`src/rtl/rom_writer.sv`:
```
// rom_writer: packs the system controller's ROM byte stream into little-endian
// 16-bit words, buffers them in a small FIFO, and writes them to memory over a
// req/ack handshake. Reports the loaded byte count and pulses done at the end.
module rom_writer #(
  parameter int ADDR_W     = 22,
  parameter int BASE_ADDR  = 0,
  parameter int FIFO_DEPTH = 4
) (
  input  logic              clk,
  input  logic              resetn,
  input  logic              rom_loading,
  input  logic [7:0]        rom_do,
  input  logic              rom_do_valid,
  output logic              mem_req,
  input  logic              mem_ack,
  output logic [ADDR_W-1:0] mem_addr,
  output logic [15:0]       mem_wdata,
  output logic [1:0]        mem_be,
  output logic [23:0]       rom_size,
  output logic              loader_busy,
  output logic              loader_done,
  output logic              overflow
);

  localparam int PTR_W = (FIFO_DEPTH > 1) ? $clog2(FIFO_DEPTH) : 1;
  localparam int CNT_W = PTR_W + 1;
  // One extra bit so a full 2^24-byte image is representable internally.
  localparam logic [24:0]       SIZE_MAX = 25'd1 << (ADDR_W + 1);
  localparam logic [ADDR_W-1:0] BASE     = ADDR_W'(BASE_ADDR);
  localparam logic [CNT_W-1:0]  DEPTH    = CNT_W'(FIFO_DEPTH);

  typedef enum logic [1:0] {S_IDLE, S_LOAD, S_FLUSH, S_DRAIN} state_t;

  state_t            state_q, state_d;
  logic [24:0]       size_q, size_d;
  logic              ovf_q, ovf_d;
  logic              pend_q, pend_d;
  logic [7:0]        low_q, low_d;
  logic [ADDR_W-1:0] waddr_q, waddr_d;
  logic [PTR_W-1:0]  wptr_q, rptr_q;
  logic [CNT_W-1:0]  cnt_q, cnt_d;
  logic              done_q, done_d;

  logic              push, pop, full, word_done;
  logic [15:0]       push_data;
  logic [1:0]        push_be;

  logic [ADDR_W-1:0] fifo_addr_q [FIFO_DEPTH];
  logic [15:0]       fifo_data_q [FIFO_DEPTH];
  logic [1:0]        fifo_be_q   [FIFO_DEPTH];

  // A pop frees a slot in the same cycle, so push+pop on a full FIFO is legal.
  assign pop  = (cnt_q != '0) && mem_ack;
  assign full = (cnt_q == DEPTH) && !pop;

  // Next-state, byte packing and FIFO push decision.
  always_comb begin
    state_d   = state_q;
    size_d    = size_q;
    ovf_d     = ovf_q;
    pend_d    = pend_q;
    low_d     = low_q;
    waddr_d   = waddr_q;
    done_d    = 1'b0;
    push      = 1'b0;
    word_done = 1'b0;
    push_data = 16'h0000;
    push_be   = 2'b00;
    case (state_q)
      S_IDLE: begin
        if (rom_loading) begin
          size_d  = '0;
          ovf_d   = 1'b0;
          pend_d  = 1'b0;
          waddr_d = BASE;
          state_d = S_LOAD;
        end
      end
      S_LOAD: begin
        if (rom_do_valid) begin
          if (size_q == SIZE_MAX) begin
            ovf_d = 1'b1;
          end else begin
            size_d = size_q + 25'd1;
            if (!pend_q) begin
              low_d  = rom_do;
              pend_d = 1'b1;
            end else begin
              pend_d    = 1'b0;
              push_data = {rom_do, low_q};
              push_be   = 2'b11;
              word_done = 1'b1;
            end
          end
        end
        if (!rom_loading) state_d = S_FLUSH;
      end
      S_FLUSH: begin
        if (pend_q) begin
          pend_d    = 1'b0;
          push_data = {8'h00, low_q};
          push_be   = 2'b01;
          word_done = 1'b1;
        end
        state_d = S_DRAIN;
      end
      default: begin
        // Finished once the FIFO is empty or its last entry pops this cycle.
        if (cnt_q == {{(CNT_W-1){1'b0}}, pop}) begin
          done_d  = 1'b1;
          state_d = S_IDLE;
        end
      end
    endcase
    // Dropped words still consume an address so later data keeps its offset.
    if (word_done) begin
      waddr_d = waddr_q + ADDR_W'(1);
      if (full) ovf_d = 1'b1;
      else      push  = 1'b1;
    end
    case ({push, pop})
      2'b10:   cnt_d = cnt_q + CNT_W'(1);
      2'b01:   cnt_d = cnt_q - CNT_W'(1);
      default: cnt_d = cnt_q;
    endcase
  end

  // Control state and FIFO pointers with synchronous active-low reset.
  always_ff @(posedge clk) begin
    if (!resetn) begin
      state_q <= S_IDLE;
      size_q  <= '0;
      ovf_q   <= 1'b0;
      pend_q  <= 1'b0;
      waddr_q <= BASE;
      wptr_q  <= '0;
      rptr_q  <= '0;
      cnt_q   <= '0;
      done_q  <= 1'b0;
    end else begin
      state_q <= state_d;
      size_q  <= size_d;
      ovf_q   <= ovf_d;
      pend_q  <= pend_d;
      waddr_q <= waddr_d;
      wptr_q  <= wptr_q + PTR_W'(push);
      rptr_q  <= rptr_q + PTR_W'(pop);
      cnt_q   <= cnt_d;
      done_q  <= done_d;
    end
  end

  // Data storage: pending low byte and FIFO entries, qualified by control.
  always_ff @(posedge clk) begin
    low_q <= low_d;
    if (push) begin
      fifo_addr_q[wptr_q] <= waddr_q;
      fifo_data_q[wptr_q] <= push_data;
      fifo_be_q[wptr_q]   <= push_be;
    end
  end

  // Head entry is driven straight from storage; idle values when empty.
  assign mem_req     = (cnt_q != '0);
  assign mem_addr    = mem_req ? fifo_addr_q[rptr_q] : BASE;
  assign mem_wdata   = mem_req ? fifo_data_q[rptr_q] : 16'h0000;
  assign mem_be      = mem_req ? fifo_be_q[rptr_q]   : 2'b00;
  assign rom_size    = size_q[23:0];
  assign loader_busy = (state_q != S_IDLE);
  assign loader_done = done_q;
  assign overflow    = ovf_q;

endmodule

```
`config.mk`:
```
export PLATFORM = sky130hd
export DESIGN_NAME = rom_writer
export DESIGN_NICKNAME = d
export VERILOG_FILES = /design/src/rtl/rom_writer.sv
export SDC_FILE = /design/constraint.sdc
export NUM_CORES = 1
export LEC_CHECK = 0
export ABC_AREA = 1
export CELL_PAD_IN_SITES_DETAIL_PLACEMENT = 2
export CELL_PAD_IN_SITES_GLOBAL_PLACEMENT = 2
export CORE_MARGIN = 2
export CORE_UTILIZATION = 33
export DETAILED_ROUTE_END_ITERATION = 10
export GPL_ROUTABILITY_DRIVEN = 0
export GPL_TIMING_DRIVEN = 1
export HOLD_SLACK_MARGIN = 0.12
export PLACE_DENSITY_LB_ADDON = 0.1
export SLEW_MARGIN = 20
export SYNTH_ARGS = -nofsm -noshare
export SYNTH_HDL_FRONTEND = slang
export SYNTH_SLANG_ARGS = --single-unit
```
`constraint.sdc`:
```
create_clock -name clk -period 4.6 [get_ports clk]
set_input_delay 0.92 -clock clk [delete_from_list [all_inputs] [get_ports clk]]
set_output_delay 0.92 -clock clk [all_outputs]
set_load 0.1 [all_outputs]
```
# Word level (Yosys, flattened, before mapping)
# Memory sizes are Yosys's and may differ from the RTL's. A register that Yosys moved wholly into a read port is not among the register bits.
# Index checks and enable logic that the tools add are counted.
classes:
  muxes: 48
  add_sub_neg: 6
  reduce_logical: 18
  n_bitwise: 3
  n_eq_ne: 11
ops:
  columns: ["cell", "count"]
  rows:
  - ["$mux W22", 4]
  - ["$mux W25", 3]
  - ["$mux W16", 4]
  - ["$pmux W25 S2", 1]
  - ["$pmux W16 S2", 1]
  - ["$add A25 B1 Y25 const B", 1]
  - ["$eq A25 B24 Y1 const B", 1]
  - ["$add A22 B1 Y22 const B", 1]
  - ["$mux W2", 10]
  - ["$mux W1", 18]
  - ["$reduce_and A4 Y1", 3]
  - ["$reduce_bool A2 Y1", 5]
  - ["$mux W8", 1]
  - ["$ne A2 B2 Y1 const B", 4]
  - ["$pmux W2 S3", 1]
  - ["$pmux W3 S2", 1]
  - ["$reduce_bool A3 Y1", 2]
  - ["$add A2 B1 Y2", 2]
  - ["$eq A2 B1 Y1 const B", 2]
  - ["$eq A2 B2 Y1 const B", 2]
  - ["$pmux W1 S2", 2]
  - ["$pmux W2 S2", 1]
  - ["$reduce_bool A4 Y1", 1]
  - ["$reduce_or A4 Y1", 1]
  - ["other kinds (11)", 14]
word_totals:
  input_bits: 13
  regBits: 67
  ramBits: 160
  output_inout_bits: 68
  n_memories: 3
memory_table:
  columns: ["memory", "words", "word_bits", "read_ports", "rd_clocked_by_memory_dff", "wr", "line", "rtl"]
  rows:
  - ["fifo_addr_q", 4, 22, 1, 1, 1, "48", "logic [ADDR_W-1:0] fifo_addr_q [FIFO_DEPTH];"]
  - ["fifo_data_q", 4, 16, 1, 1, 1, "49", "logic [15:0] fifo_data_q [FIFO_DEPTH];"]
  - ["fifo_be_q", 4, 2, 1, 1, 1, "50", "logic [1:0] fifo_be_q [FIFO_DEPTH];"]

# Longest topological paths before layout
depth:
  depth_word: 8
  mapped_depth: 18
  depth_no_buf: 18

# Worst setup path after synthesis
# OpenSTA, ideal clock, no wires.
synth_path:
  path_type: "input -> register"
  from: "input rom_do_valid"
  to: "memory fifo_addr_q[0][0] (enable)"
  stages: 7
  setup_ps: 487
  required_time_ps: 4113
  t_arrival_ps: 4287
  path_slack_ps: -174
  path_cell_list: "nand2_1 -> inv_1 -> nand3_4 -> nand2_4 -> buf_6 -> nand2_1 -> nor3_1"
synth_via:
  elab_chain_cells: 5
synth_rtl:
  columns: ["item", "line", "rtl"]
  rows:
  - ["start: declaration", "13", "input logic rom_do_valid,"]
  - ["$mux W1", "80", "if (rom_do_valid) begin"]
  - ["$pmux W1 S2", "69", "case (state_q)"]
  - ["$mux W1", "116", "if (word_done) begin"]
  - ["$mux W1", "156", "if (push) begin"]
  - ["$mux W1 (not written as such)", "157", "fifo_addr_q[wptr_q] <= waddr_q;"]
  - ["end: declaration", "48", null]
# Every way passes these cells.

==> flow_summary.toml <==
[placement]
dp.cells = 1520
portBuffers = 80
place_area_um2 = 11300
dp_hpwl_um = 20700
dp_slack_ns = 1.04

[power_and_ir_drop]
p_per_area_nw_per_um2 = 699
p_leak_nw = 4.16
fin_total_pwr_mw = 8.51
ir_worst_vdd_mv = 0.560

[logic_synthesis]
ys_types = 39
yosys_register_bits = 227
seq_area_frac_synth_pct = 60.1
yosysWarnings = 0
synth_area_um2 = 10400
syn_nets = 1125
synthCells = 1102
avgSynthCellArea_um2 = 9.40

[cts]
post-cts-setup-buffers = 0
ctsHoldBuffers = 0
cts-root-buf = "clkbuf_16"
cts_tree = "done"
clkSinkCount = 227
cts_made_buffers = 26
clkSlewWorstSetupHoldPaths_ns = 0.06
cts-resized-gates = 0
clock_path_buffers = 3
htreeDepth = 1
clock_latency_ns = 0.53

[route]
routed_wl_um = 31400
drc = 0
vias = 7984
ant_nets = 0
wl_per_cell_um = 20.1
via_per_inst = 5.10
firstDrtPassIters = 4
drt_iter0_markers = 436

[finish]
final_cell_mix = "252 x nor2_1, 168 x edfxtp_1, 158 x nand2_1"
syn2layout_area_growth_pct = 17.4
stdcell_area_um2 = 12200
fillers = 3424
layout_commonest_cell = "nor2_1"
final_cells = 1567
layout-drive-gt1-share_pct = 11.2
final_nets = 1175
antenna_cells = 0

[hold_path]
min_path_cells = 2
min_from = "size_q[22]"
hold_end = "size_q[22]"
hp-class = "flop to flop"

[setup_path]
r2r_slack_ns = 1.30
start_kind = "flop"
r2r_end = "fifo_addr_q[1][17]"
critPathArrivalTime_ns = 2.74
reg2reg_depth = 9
cp.required_ns = 3.68
criticalPathCategory = "flop to primary output"
cp_max_fo = 81
reg2reg_from = "state_q[1]"
setup.worst_path.end_class = "primary output"

[sta]
fin_crit_ns = 3.66
relSlewSlack_pct = 34.1
rsz0062_at_grt = "no"
setup-violations-final = 0
clock_skew_ns = 0.0102
layout_setup_ws_ns = 0.942
timing.final.crit_share_pct = 79.5
slew_viol_final = 0
tightest_slew_ns = 0.985
hold_viol_final = 0
tns_ns = 0
max_freq_mhz = 273

[grt]
met2_usage_pct = 32.7
grt_use_total_pct = 19.2
use_met1_pct = 27.0
met3_usage_pct = 2.12
grt_overflow = 0
grt_pass1_wl_um = 49600
antenna_found_initial = 0
grt_max_degree = 82
busiest_layer = "met2"
grt_pass1_vias = 8640

[status]
status = "finished clean"

[floorplan]
core_area_um2 = 30700
die_area_um2 = 32800
start_util_pct = 33.7
io_pins = 81
die_x_um = 181
rows = 64
die_h_um = 181

[flow_run]
drv_cap = 0
==> Yosys cell counts <==
library cell | instances | area (um2)
a211oi_1 | 1 | 7.51
nor3b_2 | 1 | 12.5
xor2_1 | 16 | 140
nor2_2 | 5 | 31.3
nand4_1 | 23 | 144
o21a_1 | 1 | 7.51
clkinv_4 | 1 | 8.76
clkinv_1 | 1 | 3.75
nor2_1 | 252 | 946
o21ai_0 | 88 | 440
buf_4 | 25 | 188
fa_1 | 1 | 20.0
o21ai_1 | 6 | 30.0
edfxtp_1 | 168 | 5040
ha_1 | 9 | 113
clkbuf_1 | 35 | 131
nor3_2 | 2 | 20.0
dfxtp_1 | 59 | 1180
nand3_4 | 1 | 17.5
nor3_1 | 13 | 65.1
nand3_1 | 36 | 180
nand3_2 | 1 | 10.0
buf_6 | 7 | 78.8
buf_2 | 7 | 35.0
nand2_1 | 158 | 593
or2_1 | 1 | 6.26
nand2_2 | 1 | 6.26
buf_1 | 2 | 7.51
inv_2 | 1 | 3.75
nand3b_1 | 1 | 7.51
inv_1 | 72 | 270
nor2_4 | 1 | 11.3
xnor2_1 | 6 | 52.6
a21oi_2 | 9 | 78.8
or2_2 | 3 | 18.8
a31oi_1 | 2 | 12.5
and3_1 | 1 | 6.26
nand2_4 | 1 | 11.3
a21oi_1 | 84 | 420
==> flip-flops by register name (all words and copies together) (netlist names) <==
register     count
wptr_q           2
rptr_q           2
fifo_be_q        8
state_q          2
waddr_q         22
overflow         1
size_q          25
loader_done      1
fifo_addr_q     88
fifo_data_q     64
pend_q           1
cnt_q            3
low_q            8
==> worst max-delay path by stage <==
stage,from,endpoint,slack (ns)
floorplan,rom_do_valid,fifo_addr_q[0][0],-0.17
global placement,rom_do_valid,fifo_addr_q[1][11],1.14
detailed placement,rom_do_valid,fifo_addr_q[1][20],1.04
CTS,rptr_q[0],mem_addr[3],0.89
global route,rptr_q[0],mem_addr[3],0.76
finish,rptr_q[0],mem_addr[3],0.94
==> layer usage <==
metal | share of wire (%) | routed length, um
met5 | 0 | 0
met4 | 1.2 | 387
met3 | 4.0 | 1240
met2 | 48 | 15100
met1 | 47 | 14800
==> logic make-up after synthesis <==
family,Yosys count,share of synthesized area [%]
AO/OA/AOI/OAI,191,9.62
adder cells (fa/ha/maj),10,1.28
buffers and inverters,151,7.02
AND/OR/NAND/NOR,501,20.1
XOR/XNOR,22,1.86
flip-flops,227,60.1
==> where the power goes <==
group,internal [mW],switching (mW)
Clock,1.33,0.838
Combinational,0.686,3.32
Sequential,2.28,0.0579
==> critical path: stages (launching register included) <==
cell     delay [ns]
dfxtp_2        0.33
buf_4          0.70
nor2_1         0.12
nor2_1         0.13
o21ai_0        0.12
a21oi_1        0.40
buf_4          0.38
==> cell type report <==
class | instances | area [um2] | share of cell area [%]
inverters | 75 | 287 | 2.35
clock inverters | 10 | 155 | 1.27
clock buffers | 37 | 733 | 6.02
multi-input cells | 724 | 3440 | 28.2
flip-flops and latches | 227 | 6230 | 51.2
repair buffers | 98 | 836 | 6.87
well taps | 396 | 495 | 4.07
==> stage by stage <==
stage / hold slack, ns / util [%]
2_1_floorplan: 0.475 / -
3_3_place_gp: 0.506 / 36.7
3_5_place_dp: 0.513 / 36.7
4_1_cts: 0.530 / 39.6
5_1_grt: 0.558 / 39.6
6_report: 0.529 / 39.6
No activity file was read; power rests on OpenSTA's default activity.
